===== config.mk =====
export PLATFORM = sky130hd
export DESIGN_NAME = instr_sequencer
export DESIGN_NICKNAME = d
export VERILOG_FILES = /design/src/rtl/instr_sequencer.sv
export SDC_FILE = /design/constraint.sdc
export NUM_CORES = 1
export LEC_CHECK = 0
export BUFFER_PORTS_ARGS = -buffer_cell sky130_fd_sc_hd__buf_2
export CAP_MARGIN = 40
export CORE_ASPECT_RATIO = 2
export CORE_UTILIZATION = 45
export CTS_CLUSTER_SIZE = 8
export DETAILED_ROUTE_END_ITERATION = 10
export GPL_TIMING_DRIVEN = 0
export PLACE_DENSITY_LB_ADDON = 0.08
export SLEW_MARGIN = 20
export SYNTH_ARGS = -nofsm -noshare
export SYNTH_HDL_FRONTEND = slang
export SYNTH_SLANG_ARGS = --single-unit

===== constraint.sdc =====
create_clock -name clk -period 4.11 [get_ports clk]
set_clock_uncertainty 0.15 [all_clocks]
set_input_delay 1.233 -clock clk [delete_from_list [all_inputs] [get_ports clk]]
set_output_delay 1.233 -clock clk [all_outputs]
set_load 0.03 [all_outputs]

===== src/rtl/instr_sequencer.sv =====
// instr_sequencer: steps a small 24-bit program through Processor's
// ALU and register file, capturing READ results.
module instr_sequencer #(
  parameter int DEPTH = 16,
  parameter int AW    = 4
) (
  input  logic          clk,
  input  logic          reset,
  input  logic          start,
  input  logic          load_en,
  input  logic [AW-1:0] load_addr,
  input  logic [23:0]   load_data,
  input  logic [7:0]    read_data,
  output logic [7:0]    A,
  output logic [7:0]    B,
  output logic [1:0]    opcode,
  output logic [2:0]    write_addr,
  output logic          write_enable,
  output logic [2:0]    read_addr,
  output logic [7:0]    result,
  output logic          result_valid,
  output logic          busy,
  output logic          done,
  output logic [AW-1:0] pc
);

  typedef enum logic [2:0] {
    S_IDLE,
    S_FETCH,
    S_EXEC,
    S_RWAIT,
    S_DONE
  } state_t;

  typedef enum logic [1:0] {
    K_ALU,
    K_NOP,
    K_READ,
    K_HALT
  } kind_t;

  state_t state;
  kind_t  kind;

  logic [23:0] mem [DEPTH];
  logic [23:0] ir;
  logic        last;
  logic        unused_rsvd;

  assign ir          = mem[pc];
  assign unused_rsvd = ir[19];
  assign last        = (pc == AW'(DEPTH - 1));

  assign busy         = (state != S_IDLE);
  assign write_enable = (state == S_EXEC) && (kind == K_ALU);

  // Program memory survives reset; writes only land while idle.
  always_ff @(posedge clk) begin
    if (!reset && load_en && state == S_IDLE)
      mem[load_addr] <= load_data;
  end

  always_ff @(posedge clk or posedge reset) begin
    if (reset) begin
      state        <= S_IDLE;
      kind         <= K_NOP;
      A            <= '0;
      B            <= '0;
      opcode       <= '0;
      write_addr   <= '0;
      read_addr    <= '0;
      result       <= '0;
      result_valid <= 1'b0;
      done         <= 1'b0;
      pc           <= '0;
    end else begin
      result_valid <= 1'b0;
      done         <= 1'b0;
      case (state)
        S_IDLE: begin
          if (start) begin
            pc    <= '0;
            state <= S_FETCH;
          end
        end
        S_FETCH: begin
          kind  <= kind_t'(ir[23:22]);
          state <= S_EXEC;
          unique case (1'b1)
            (ir[23:22] == 2'b00): begin
              opcode     <= ir[21:20];
              write_addr <= ir[18:16];
              A          <= ir[15:8];
              B          <= ir[7:0];
            end
            (ir[23:22] == 2'b10): read_addr <= ir[18:16];
            default: ;
          endcase
        end
        S_EXEC: begin
          unique case (1'b1)
            (kind == K_READ): state <= S_RWAIT;
            (kind == K_HALT): begin
              state <= S_DONE;
              done  <= 1'b1;
            end
            default: begin
              if (last) begin
                state <= S_DONE;
                done  <= 1'b1;
              end else begin
                pc    <= pc + AW'(1);
                state <= S_FETCH;
              end
            end
          endcase
        end
        S_RWAIT: begin
          result       <= read_data;
          result_valid <= 1'b1;
          if (last) begin
            state <= S_DONE;
            done  <= 1'b1;
          end else begin
            pc    <= pc + AW'(1);
            state <= S_FETCH;
          end
        end
        S_DONE:  state <= S_IDLE;
        default: state <= S_IDLE;
      endcase
    end
  end

endmodule


==> reports/summary.txt <==
Critical path start-end classification = reg2reg
Endpoint arrival time on the critical path = 3360 ps
Area share of and/or/nand/nor cells after synthesis = 1.907%
Compound-cell area share of the yosys netlist = 0.6725%
GRT Residual Overflow = 0
Dominant combinational cell family by area after synthesis = multiplexers
Mean Syn Cell Area = 23.67 um^2
Type of element launching the critical path = register
Routed wire length = 37730 um
Final HPWL from detailed placement = 23810 um
Tmin final = 3242 ps
Die W = 134.6 um
Cell count after synthesis = 668
Fraction of final layout cells with drive strength greater than 1 = 40.30%
Hold buffers post-CTS = 0
Detailed-routed wire length on met2 = 20830 um
Largest net degree at the start of global routing = 44
Pre-Repair DR Iteration Count = 4
Total CTS buffers = 57
Starting utilization of the core area = 45.87%
Std cell rows = 96
Total core area = 34470 um^2
Sw frac = 27.43%
Required time at the worst-slack endpoint = 4230 ps
Fraction of synthesized cell area in xor and xnor cells = 0%
Internal power component = 0.008790 W
Relative area change from synthesis to final layout = 20.02%
Met1 WL = 13830 um
Fmax = 308.5 MHz
Number of endpoints failing setup at the final stage = 0
Clock power share = 35.7%
Average vias per placed instance = 5.640
Clock-pin slew on the worst setup and hold paths = 50 ps
Number of synthesized register bits = 411
Status = finished, final reports clean
Routed wire length per instance = 28.54 um
Combinational Power Share = 23.6%
Synthesized Nets = 709
Worst-skew pair later-pin latency = 570 ps
Remaining number of nets flagged by the antenna check after routing = 0
Die Height = 267.1 um
Wire length of the first global-routing pass = 54960 um
Layout fillers = 2591
Warning count from the yosys run = 0
Yosys cell types = 37
Max Buffers Root-to-Sink = 3
Maximum level of the CTS H-tree = 2
Via count of the first global-routing pass = 8500
Part of the Yosys area used for sequential elements = 76.69%
Hold EP = result[1]
Pwr Density = 638.2 nW/um^2
Critical path's slowest cell = sky130_fd_sc_hd__or3b_2
R2R Path Start = state[0]
Worst-Margin Slew = 831.0 ps
Setup slack, reg-to-reg = 870 ps
Leak pwr = 6.247 nW
Final Hold Violating Endpoints = 0
Adder and majority cell fraction of the synthesized area = 0.07912%
Antenna violations before repair = 0
Cell count of the worst hold path = 1
Worst Reg2Reg Path Length in Cells = 6
List of cells traversed by the critical path = clkbuf_1, or3_1, nor3b_2, or3b_2, nor3_4, buf_6
Relative contribution of sequential cells to total power = 40.7%
GRT Overall Usage = 22.08%
Portion of the clock cycle consumed by the worst path in the final layout = 78.87%
Top routing layer in use = met4
Summed instance area of the synthesized netlist = 15810 um^2
Util after Layout = 55.06%
Type of the worst min-delay path = reg2reg
Number of sinks driven by the clock tree = 411
Final-layout worst hold slack = 349.4 ps
Normalized max-slew margin = 44.60%
Share of cell area taken by muxes after synthesis = 19.20%
Placer Congestion = 0.7682
Critical hold path startpoint = result[1]
CP max stage delay = 620 ps
CTS-repair resized insts = 0
Clock root cell = sky130_fd_sc_hd__clkbuf_16
Number of top-level design ports = 80
RSZ-0062 raised after global routing = false
Post-layout net count = 873
Total of max-cap violations = 0
IR Drop Worst-Case VDD = 380.5 uV
Final slew viol count = 0
TritonCTS clock tree = yes
IO Port Bufs = 78
Post-CTS setup buffer count = 0
Critical Path Fanout Max = 9
Violation count after the first detailed-routing iteration = 570
Kind of capture point of the worst setup path = register
Remaining DRCs = 0
Reg2reg end = mem[0][9]
Total net switching power = 0.003323 W
Vias after detailed routing = 7456
Antenna cells = 0
Total Die Area = 35940 um^2
Routed wl met3 = 1735 um
==> area by class of cell <==
cell class / count / area [um^2] / area share (%)
plain buffers: 31 / 217.7 / 1.147
clock inverters: 2 / 16.27 / 0.08570
multi-input cells: 223 / 3573 / 18.83
flip-flops and latches: 411 / 12130 / 63.90
repair buffers: 105 / 825.8 / 4.351
well taps: 441 / 551.8 / 2.907
clock buffers: 106 / 1653 / 8.709
inverters: 3 / 13.76 / 0.07252
==> cell families after synthesis <==
logic type / count (synthesis)
mux: 153
fa+ha+maj: 1
buf+inv: 34
simple gates: 55
flops: 411
compound gates: 14
==> worst max-delay path by stage <==
stage / end / cells after the start / slack [ps] / start
floorplan: mem[2][0] / 3 / 300 / reset
global placement: mem[1][1] / 4 / -2150 / reset
detailed placement: mem[0][12] / 5 / 460 / reset
CTS: mem[0][9] / 6 / 800 / state[0]
global route: mem[0][9] / 6 / 730 / state[0]
finish: mem[0][9] / 6 / 870 / state[0]
==> stage by stage <==
stage	cell area [um^2]	setup TNS, ps	power [W]	setup WS (ps)	std cells
final	18980	0	0.01211	868.5	1322
after global placement	16760	-374970	0.007804	-2151	1187
after CTS	18980	0	0.01226	804.1	1322
after floorplan	15820	0	0.007020	301.8	668
after detailed placement	17310	0	0.007916	455.4	1214
after global routing	18980	0	0.01255	729.8	1322
==> Yosys cell counts (all sizes together) <==
master   instances  area, um^2
o21a             2       15.01
dfstp            1       26.28
nand2            5       18.77
nor2b            3       18.77
nor3             5       25.02
a22oi            1       21.27
nand3            6       30.03
buf             22       183.9
clkbuf           9       33.78
mux2i            9       90.09
nor4b            1       8.760
or3              1       6.260
a21bo            1       10.01
nor3b            2       20.02
nand3b           5       37.54
nor2            15       58.81
ha               1       12.51
edfxtp         368       11050
and2             1       6.260
dfrtp           42        1051
o21ai            2       10.01
o2bb2ai          1       8.760
or3b             1       8.760
nand2b           9       56.30
inv              3       11.26
a41oi            1       8.760
a21oi            5       25.02
mux2            33       446.7
nand4            1       6.260
o31ai            1       7.510
mux4           111        2500
==> power groups by stage <==
| stage | Combinational, W | Clock (W) | Sequential [W] |
|---|---|---|---|
| final | 0.00286 | 0.00432 | 0.00493 |
| after global placement | 0.00280 | 0 | 0.00500 |
| after detailed placement | 0.00291 | 0 | 0.00501 |
| after floorplan | 0.00168 | 0 | 0.00534 |
| after CTS | 0.00291 | 0.00441 | 0.00494 |
| after global routing | 0.00303 | 0.00456 | 0.00496 |
==> critical path, delay by kind of cell (launching register included) <==
kind / cells / cell delay, ps
AND/OR/NAND/NOR: 4 / 2010
buffers and inverters: 2 / 430
flip-flops: 1 / 350
==> layer usage <==
layer	track usage, %	vias to the layer above
met5	0	-
met4	9.080	0
met3	2.896	78
met2	40.50	241
met1	25.83	3979
li1	-	3158
==> cells in the final DEF, fill, tap and decap left out, drive strengths merged, types with 3 or more instances in the layout <==
cell      n
nand2     5
clkbuf  115
nand3     6
mux4    111
buf     127
nor2b     3
mux2     33
nand3b    5
nor3      5
dfrtp    42
nand2b    9
nor2     15
inv       4
edfxtp  368
a21oi     5
mux2i     9
==> flip-flops by register name, summed over array words and instances (netlist names), 3 cells and up <==
signal	count
A	8
B	8
mem	368
pc	4
read_addr	3
result	8
state	3
write_addr	3
Note: power is estimated with default switching activity, not from simulation.
